[src/rtl/count_seq_pkg.sv]
// Shared types and defaults for the count_seq start/stop counter controller.
package count_seq_pkg;

  localparam int unsigned COUNT_SEQ_WIDTH = 5;

  typedef enum logic [1:0] {
    IDLE  = 2'd0,
    RUN   = 2'd1,
    PAUSE = 2'd2,
    DONE  = 2'd3
  } state_e;

endpackage : count_seq_pkg

[src/rtl/count_seq_core.sv]
// Up/down counter register with clear-to-zero, parallel load and hold.
module count_seq_core
  import count_seq_pkg::*;
#(
  parameter int unsigned WIDTH = COUNT_SEQ_WIDTH
) (
  input  logic             clk,
  input  logic             clear,
  input  logic             zero_i,
  input  logic             load_i,
  input  logic [WIDTH-1:0] load_val_i,
  input  logic             step_i,
  input  logic             down_i,
  output logic [WIDTH-1:0] count_o
);

  logic [WIDTH-1:0] count_q;
  logic [WIDTH-1:0] count_d;

  // Priority: zero, then load, then step; otherwise hold. Steps wrap modulo 2^WIDTH.
  always_comb begin
    count_d = count_q;
    if (zero_i) begin
      count_d = '0;
    end else if (load_i) begin
      count_d = load_val_i;
    end else if (step_i) begin
      count_d = down_i ? (count_q - WIDTH'(1)) : (count_q + WIDTH'(1));
    end
  end

  always_ff @(posedge clk or posedge clear) begin
    if (clear) begin
      count_q <= '0;
    end else begin
      count_q <= count_d;
    end
  end

  assign count_o = count_q;

endmodule : count_seq_core

[src/rtl/count_seq_ctrl.sv]
// Start/stop/pause controller around an up/down counter with terminal-count detect.
// Optional COUNT_SEQ_AUTORELOAD_EN: terminal cycle reloads and keeps running instead of DONE.
module count_seq_ctrl
  import count_seq_pkg::*;
#(
  parameter int unsigned WIDTH = COUNT_SEQ_WIDTH
) (
  input  logic             clk,
  input  logic             clear,
  input  logic             start,
  input  logic             stop,
  input  logic             dir,
  input  logic [WIDTH-1:0] limit,
  output logic [WIDTH-1:0] count,
  output logic             busy,
  output logic             tc,
  output logic             done
);

  state_e           state_q, state_d;
  logic             dir_q, dir_d;
  logic [WIDTH-1:0] limit_q, limit_d;

  logic             zero;
  logic             load;
  logic [WIDTH-1:0] load_val;
  logic             step;
  logic [WIDTH-1:0] term_val;
  logic             at_term;

  // Terminal value follows the captured direction: limit going up, zero going down.
  assign term_val = dir_q ? '0 : limit_q;
  assign at_term  = (count == term_val);

  always_comb begin
    state_d  = state_q;
    dir_d    = dir_q;
    limit_d  = limit_q;
    zero     = 1'b0;
    load     = 1'b0;
    load_val = '0;
    step     = 1'b0;
    unique case (state_q)
      IDLE, DONE: begin
        // stop wins over start; stop alone does nothing here
        if (!stop && start) begin
          dir_d    = dir;
          limit_d  = limit;
          load     = 1'b1;
          load_val = dir ? limit : '0;
          state_d  = RUN;
        end
      end
      RUN: begin
        if (stop) begin
          state_d = PAUSE;
        end else if (at_term) begin
`ifdef COUNT_SEQ_AUTORELOAD_EN
          load     = 1'b1;
          load_val = dir_q ? limit_q : '0;
          state_d  = RUN;
`else
          state_d  = DONE;
`endif
        end else begin
          step = 1'b1;
        end
      end
      PAUSE: begin
        if (stop) begin
          zero    = 1'b1;
          state_d = IDLE;
        end else if (start) begin
          state_d = RUN;
        end
      end
      default: state_d = IDLE;
    endcase
  end

  always_ff @(posedge clk or posedge clear) begin
    if (clear) begin
      state_q <= IDLE;
      dir_q   <= 1'b0;
      limit_q <= '0;
    end else begin
      state_q <= state_d;
      dir_q   <= dir_d;
      limit_q <= limit_d;
    end
  end

  count_seq_core #(
    .WIDTH (WIDTH)
  ) u_core (
    .clk        (clk),
    .clear      (clear),
    .zero_i     (zero),
    .load_i     (load),
    .load_val_i (load_val),
    .step_i     (step),
    .down_i     (dir_q),
    .count_o    (count)
  );

  // Status flags decode directly from state and count registers.
  assign busy = (state_q == RUN) || (state_q == PAUSE);
  assign tc   = (state_q == RUN) && at_term;
  assign done = (state_q == DONE);

endmodule : count_seq_ctrl

[config.mk]
export PLATFORM = sky130hd
export DESIGN_NAME = count_seq_ctrl
export DESIGN_NICKNAME = d
export VERILOG_FILES = /design/src/rtl/count_seq_pkg.sv /design/src/rtl/count_seq_core.sv /design/src/rtl/count_seq_ctrl.sv
export SDC_FILE = /design/constraint.sdc
export NUM_CORES = 1
export LEC_CHECK = 0
export CORE_MARGIN = 2
export CORE_UTILIZATION = 51
export DETAILED_ROUTE_END_ITERATION = 12
export GPL_TIMING_DRIVEN = 1
export HOLD_SLACK_MARGIN = 0.06
export PLACE_DENSITY = 0.83
export SYNTH_ARGS = -nofsm -noshare
export SYNTH_HDL_FRONTEND = slang
export SYNTH_SLANG_ARGS = --single-unit
[constraint.sdc]
create_clock -name clk -period 2.6 [get_ports clk]
set_clock_uncertainty 0.05 [all_clocks]
set_input_delay 0.52 -clock clk [delete_from_list [all_inputs] [get_ports clk]]
set_output_delay 0.52 -clock clk [all_outputs]
set_load 0.03 [all_outputs]
Yosys cells after proc, flatten, opt, wreduce, memory -nomap -nowiden. Cells that the tools add are included.

Register bits after elaboration: 13. Bits of input ports: 10. Output and inout bits: 8. Logic and storage cells: 43.

Add/subtract/negate cells: 2. Equal/unequal tests: 7. Muxes and demuxes: 21. Reductions and logical operators: 9.

Operator list (number): 2-to-1 mux 5 bit (8); 2-to-1 mux 2 bit (5); 2-to-1 mux 1 bit (7); != test 3 bit, second input constant (2); case mux 2 bit (3 select lines) (1); adder 5 x 1 -> 5 bit, second input constant (1); == test 5 bit (1); subtractor 5 x 1 -> 5 bit, second input constant (1); == test 2 bit, second input constant (2); AND reduction 3 bit (1); nonzero test 3 bit (1); == test 2 x 1 -> 1 bit, second input constant (1); logical AND 1 bit (2); zero test 2 bit (1); != test 2 bit, second input constant (1); AND reduction 2 bit (1); OR reduction 2 bit (1); zero test 1 bit (1); logical OR 1 bit (1).

Longest topological paths before layout. Gate-level depths: netlist of the first run.

Depth after elaboration: 8. Mapped depth: 8. Gate-level depth less buffers: 7.

Hierarchy. A second synthesis of the first run with hierarchy kept.

Cells, all modules: 120. Area total of the unflattened synthesis: 994.7 um^2.

By module, submodules not included: count_seq_ctrl (instances 1, cells an instance 76, area each 608.1 um^2, seq. area each 200.2 um^2); count_seq_core (instances 1, cells an instance 44, area each 386.6 um^2, seq. area each 125.1 um^2).

Worst setup path after synthesis of the first run. No wires, ideal clock.

Path kind: reg-to-output. Start point: register u_core.count_q[1], in the netlist u_core.count_o[1]. End point: output tc. Arrival time: 1.951 ns. Required time: 2.030 ns. Setup slack: 0.079 ns. Stages on the path, launching flop included: 5. Path buffers: 0. Cells stage by stage: dfrtp_1 > or4_4 > a31o_4 > o21bai_1 > nor2_1.

Longest elaborated chain between the ends: 2.

RTL lines: from (decl) (line count_seq_core.sv:17) `logic [WIDTH-1:0] count_q;`; from (signal assigned) (line count_seq_core.sv:36) `count_q <= count_d;`; == test 5 bit (line count_seq_ctrl.sv:33) `assign at_term = (count == term_val);`; logical AND 1 bit (line count_seq_ctrl.sv:108) `assign tc = (state_q == RUN) && at_term;`; to (decl) (line count_seq_ctrl.sv:16) `output logic tc,`.

No other way between the ends.

Worst setup path after layout of the first run. Same ends and word-level chain as after synthesis.

==> impl_results.html, run 1 <==
<table>
<tr><th>Metric</th><th>Value</th></tr>
<tr><th colspan="2">Synthesis</th></tr>
<tr><td>Proportion of netlist area held by the largest area contributor</td><td>32.3%</td></tr>
<tr><td>Area of the mapped netlist</td><td>~1000 um2</td></tr>
<tr><td>Number of synthesis warnings</td><td>0</td></tr>
<tr><td>Post-synth ARST share</td><td>100%</td></tr>
<tr><td>Number of flops mapped to enable cells by yosys</td><td>0</td></tr>
<tr><td>Leading register cell type out of synthesis</td><td>sky130_fd_sc_hd__dfrtp_1</td></tr>
<tr><td>Count of different cell masters after synthesis</td><td>36</td></tr>
<tr><td>Post-synthesis area per instance</td><td>9.86 um2</td></tr>
<tr><td>Mapped Cells</td><td>around 100</td></tr>
<tr><td>Number of synthesized register bits</td><td>13</td></tr>
<tr><td>Largest cells by area after synthesis</td><td>sky130_fd_sc_hd__dfrtp_1, sky130_fd_sc_hd__ha_1, sky130_fd_sc_hd__mux2_2</td></tr>
<tr><td>Share of synthesized area occupied by flip-flops and latches</td><td>between 30% and 40%</td></tr>
<tr><td>Yosys top cell by area</td><td>sky130_fd_sc_hd__dfrtp_1</td></tr>
<tr><td>Net count after synthesis</td><td>about 120</td></tr>
<tr><th colspan="2">Power and ir drop</th></tr>
<tr><td>Total power</td><td>1.84 mW</td></tr>
<tr><td>Total power density per cell area</td><td>1420 nW/um2</td></tr>
<tr><td>Pleak</td><td>between 0.5 and 0.6 nW</td></tr>
<tr><td>Worst IR drop on VDD</td><td>roughly 0.00090 V</td></tr>
<tr><th colspan="2">GRT</th></tr>
<tr><td>Vias in the first global route</td><td>840</td></tr>
<tr><td>Maximum number of pins on one net before global-route repair</td><td>14</td></tr>
<tr><td>Antenna violations before repair</td><td>0</td></tr>
<tr><td>GRT Resource Usage Total</td><td>around a fifth</td></tr>
<tr><td>First-pass GRT wire length</td><td>~3.7 mm</td></tr>
<tr><td>Remaining Overflow, GRT</td><td>0</td></tr>
<tr><th colspan="2">Worst setup path</th></tr>
<tr><td>Type of element capturing the critical path</td><td>output pin</td></tr>
<tr><td>Signal arrival time at the worst endpoint</td><td>1.96 ns</td></tr>
<tr><td>Startpoint type of the worst setup path</td><td>register</td></tr>
<tr><td>Flop2flop setup slack</td><td>0.56 ns</td></tr>
<tr><td>Capturing point of the worst reg2reg path</td><td>u_core.count_o[4]$_DFFE_PP0P_</td></tr>
<tr><td>Worst Path Max Fanout</td><td>5</td></tr>
<tr><td>Register-to-Register Path Depth</td><td>7</td></tr>
<tr><td>Worst path required time</td><td>between 2 and 2.5 ns</td></tr>
<tr><td>Launch instance of the worst register-to-register path</td><td>u_core.count_o[0]$_DFFE_PP0P_</td></tr>
<tr><td>Crit Path Category</td><td>reg -&gt; out</td></tr>
<tr><th colspan="2">Floorplan</th></tr>
<tr><td>Top Ports</td><td>18</td></tr>
<tr><td>Horizontal extent of the die</td><td>48.4 um</td></tr>
<tr><td>Effective utilization at floorplan</td><td>52.9%</td></tr>
<tr><td>Area of the core</td><td>1900 um2</td></tr>
<tr><td>Number of placement rows</td><td>16</td></tr>
<tr><td>Area of the die</td><td>approximately 2300 um2</td></tr>
<tr><td>Die height</td><td>48.4 um</td></tr>
<tr><th colspan="2">Routing</th></tr>
<tr><td>DR vias</td><td>857</td></tr>
<tr><td>Per-cell via count in the routed design</td><td>5.49</td></tr>
<tr><td>Remaining DRCs</td><td>0</td></tr>
<tr><td>Number of optimization iterations in the first detailed-route pass</td><td>6</td></tr>
<tr><td>Final WL</td><td>2.17 mm</td></tr>
<tr><td>Initial DRC count</td><td>8</td></tr>
<tr><td>WL per Instance</td><td>13.9 um</td></tr>
<tr><td>Antenna viol nets, final</td><td>0</td></tr>
<tr><th colspan="2">CTS</th></tr>
<tr><td>Clock Root Buffer</td><td>sky130_fd_sc_hd__clkbuf_4</td></tr>
<tr><td>Largest buffer count on any clock path</td><td>2</td></tr>
<tr><td>Number of buffers created by CTS</td><td>3</td></tr>
<tr><td>Source-to-sink clock delay at the later pin of the worst-skew pair</td><td>0.28 ns</td></tr>
<tr><td>CTS H-tree lvls</td><td>1</td></tr>
<tr><td>Clock transition at the registers of the reported paths</td><td>~0.080 ns</td></tr>
<tr><td>CTS tree</td><td>built</td></tr>
<tr><td>Number of sinks driven by the clock tree</td><td>13</td></tr>
<tr><th colspan="2">Finish</th></tr>
<tr><td>Share of final-layout standard cells stronger than drive strength 1</td><td>22.5%</td></tr>
<tr><td>Total number of nets in the final design</td><td>147</td></tr>
<tr><td>Final antenna diode count</td><td>0</td></tr>
<tr><td>Area of all placed cells without fillers</td><td>around 1300 um2</td></tr>
<tr><td>Most common cell after layout, fill and taps aside</td><td>sky130_fd_sc_hd__clkdlybuf4s50_1</td></tr>
<tr><td>Number of fill cells</td><td>roughly 150</td></tr>
<tr><td>Non-filler cells in the finished layout</td><td>156</td></tr>
<tr><td>Leading cell types in the layout, fill and taps excluded</td><td>sky130_fd_sc_hd__clkdlybuf4s50_1, sky130_fd_sc_hd__inv_1, sky130_fd_sc_hd__dfrtp_1, sky130_fd_sc_hd__nor2_1, sky130_fd_sc_hd__buf_4</td></tr>
<tr><td>Relative area change from synthesis to final layout</td><td>28.9%</td></tr>
<tr><th colspan="2">STA</th></tr>
<tr><td>Hold Worst Slack</td><td>roughly 0.49 ns</td></tr>
<tr><td>Post-route fraction of the period consumed by the critical path</td><td>97.4%</td></tr>
<tr><td>Sum Neg Setup Slack</td><td>0 ns</td></tr>
<tr><td>Count of endpoints failing hold in the final timing report</td><td>0</td></tr>
<tr><td>Final setup vio count</td><td>0</td></tr>
<tr><td>Max_slew headroom</td><td>between 60% and 70%</td></tr>
<tr><td>Final worst path period need</td><td>approximately 2.5 ns</td></tr>
<tr><td>Max-slew violation count</td><td>0</td></tr>
<tr><td>Max frequency</td><td>395 MHz</td></tr>
<tr><td>Actual slew at the worst max-slew pin</td><td>0.515 ns</td></tr>
<tr><td>Setup repair after global routing missed its margin</td><td>no</td></tr>
<tr><th colspan="2">Status</th></tr>
<tr><td>Result of the run</td><td>finished, final reports clean</td></tr>
<tr><th colspan="2">Hold path</th></tr>
<tr><td>Min-delay worst type</td><td>reg -&gt; reg</td></tr>
<tr><td>Hold path startpoint</td><td>limit_q[2]$_DFFE_PP0P_</td></tr>
<tr><td>Hold-critical path endpoint</td><td>limit_q[2]$_DFFE_PP0P_</td></tr>
<tr><td>Number of cells on the worst hold path</td><td>1</td></tr>
<tr><th colspan="2">Placed design</th></tr>
<tr><td>Routability cong.</td><td>a little over 0.8</td></tr>
<tr><td>Number of port buffers</td><td>17</td></tr>
<tr><td>Number of placed cells counting well taps</td><td>148</td></tr>
<tr><td>Instance area at placement</td><td>about 1200 um2</td></tr>
<tr><td>Post-DP HPWL</td><td>1.70 mm</td></tr>
<tr><th colspan="2">Job</th></tr>
<tr><td>Max-capacitance violation count</td><td>0</td></tr>
</table>
area by class of cell:
| cell class | count | area [um2] | area share [%] |
|---|---|---|---|
| clock buffers | 4 | 26.3 | 2.03 |
| flip-flops and latches | 13 | 328 | 25.3 |
| multi-input cells | 76 | 643 | 49.6 |
| repair buffers | 24 | 220 | 17.0 |
| inverters | 12 | 45.0 | 3.47 |
| well taps | 27 | 33.8 | 2.61 |
power breakdown:
group / total (mW) / switching [mW] / internal, mW
Sequential: 0.442 / 0.133 / 0.309
Clock: 0.131 / 0.0714 / 0.0595
Combinational: 1.27 / 0.638 / 0.633
worst max-delay path, stage by stage, from the launching register on:
cell,delay [ns]
sky130_fd_sc_hd__dfrtp_2,0.44
sky130_fd_sc_hd__or4_4,0.52
sky130_fd_sc_hd__a31o_4,0.27
sky130_fd_sc_hd__o21bai_4,0.18
sky130_fd_sc_hd__nor2_1,0.11
sky130_fd_sc_hd__buf_4,0.16
metrics by stage:
step / utilization [%] / setup slack (ns)
finish: 68.2 / 0.0675
global route: 68.2 / 0.000832
CTS: 65.9 / 0.00669
detailed placement: 64.5 / 0.313
global placement: 64.5 / 0.342
floorplan: - / 0.0793
synth_stat cells (all sizes together) (2+ instances only):
| master | count |
|---|---|
| a211oi | 5 |
| dfrtp | 13 |
| nor2 | 9 |
| o21ai | 3 |
| xnor2 | 3 |
| a31oi | 5 |
| ha | 6 |
| a21o | 4 |
| mux2 | 7 |
| nand2 | 4 |
| inv | 12 |
| nor2b | 2 |
| nor3 | 2 |
| nand3 | 2 |
| mux2i | 2 |
| xor2 | 2 |
| a21oi | 5 |
what timing repair did:
item	in CTS	in global routing
resized for setup	1	3
hold buffers	0	0
pin swaps	0	2
setup buffers	0	4
setup endpoints to repair	1	1
sequential cells by signal, indices dropped and copies added, names as in the netlist:
register,count
limit_q,5
dir_q,1
state_q,2
u_core.count_o,5
kinds of logic after synthesis:
group | Yosys count | share of synthesized area [%]
compound gates | 28 | 24.4
xor+xnor | 5 | 4.35
fa+ha+maj | 7 | 9.45
buf+inv | 13 | 4.85
flops | 13 | 32.3
mux | 9 | 10.2
simple gates | 27 | 14.4
worst max-delay path by stage:
stage / startpoint / endpoint / slack [ns] / cells past startpoint
2_1_floorplan: u_core.count_o[1]$_DFFE_PP0P_ / tc / 0.08 / 4
3_3_place_gp: u_core.count_o[4]$_DFFE_PP0P_ / tc / 0.34 / 6
3_5_place_dp: u_core.count_o[1]$_DFFE_PP0P_ / tc / 0.31 / 5
4_1_cts: u_core.count_o[4]$_DFFE_PP0P_ / tc / 0.007 / 6
5_1_grt: u_core.count_o[1]$_DFFE_PP0P_ / tc / 0.0008 / 5
6_report: u_core.count_o[1]$_DFFE_PP0P_ / tc / 0.07 / 5
metal layers:
| metal | up-vias | GRT usage (%) | part of all wire (%) |
|---|---|---|---|
| met2 | 21 | 36.3 | 50 |
| met3 | 4 | 4.01 | 4.2 |
| met4 | 0 | 6.19 | 1.1 |
| li1 | 423 | - | - |
| met1 | 409 | 25.0 | 45 |
| met5 | - | 0 | 0 |
No activity file was read; power rests on OpenSTA's default activity.
==> run 2: changes to the inputs <==
--- a/config.mk
+++ b/config.mk
@@ -8,6 +8,7 @@
 export CORE_MARGIN = 2
 export CORE_UTILIZATION = 51
 export DETAILED_ROUTE_END_ITERATION = 12
+export GPL_ROUTABILITY_DRIVEN = 0
 export GPL_TIMING_DRIVEN = 1
 export HOLD_SLACK_MARGIN = 0.06
 export PLACE_DENSITY = 0.83
==> results of run 2 <==
The final DEF is identical to that of run 1; final timing and power are the same.
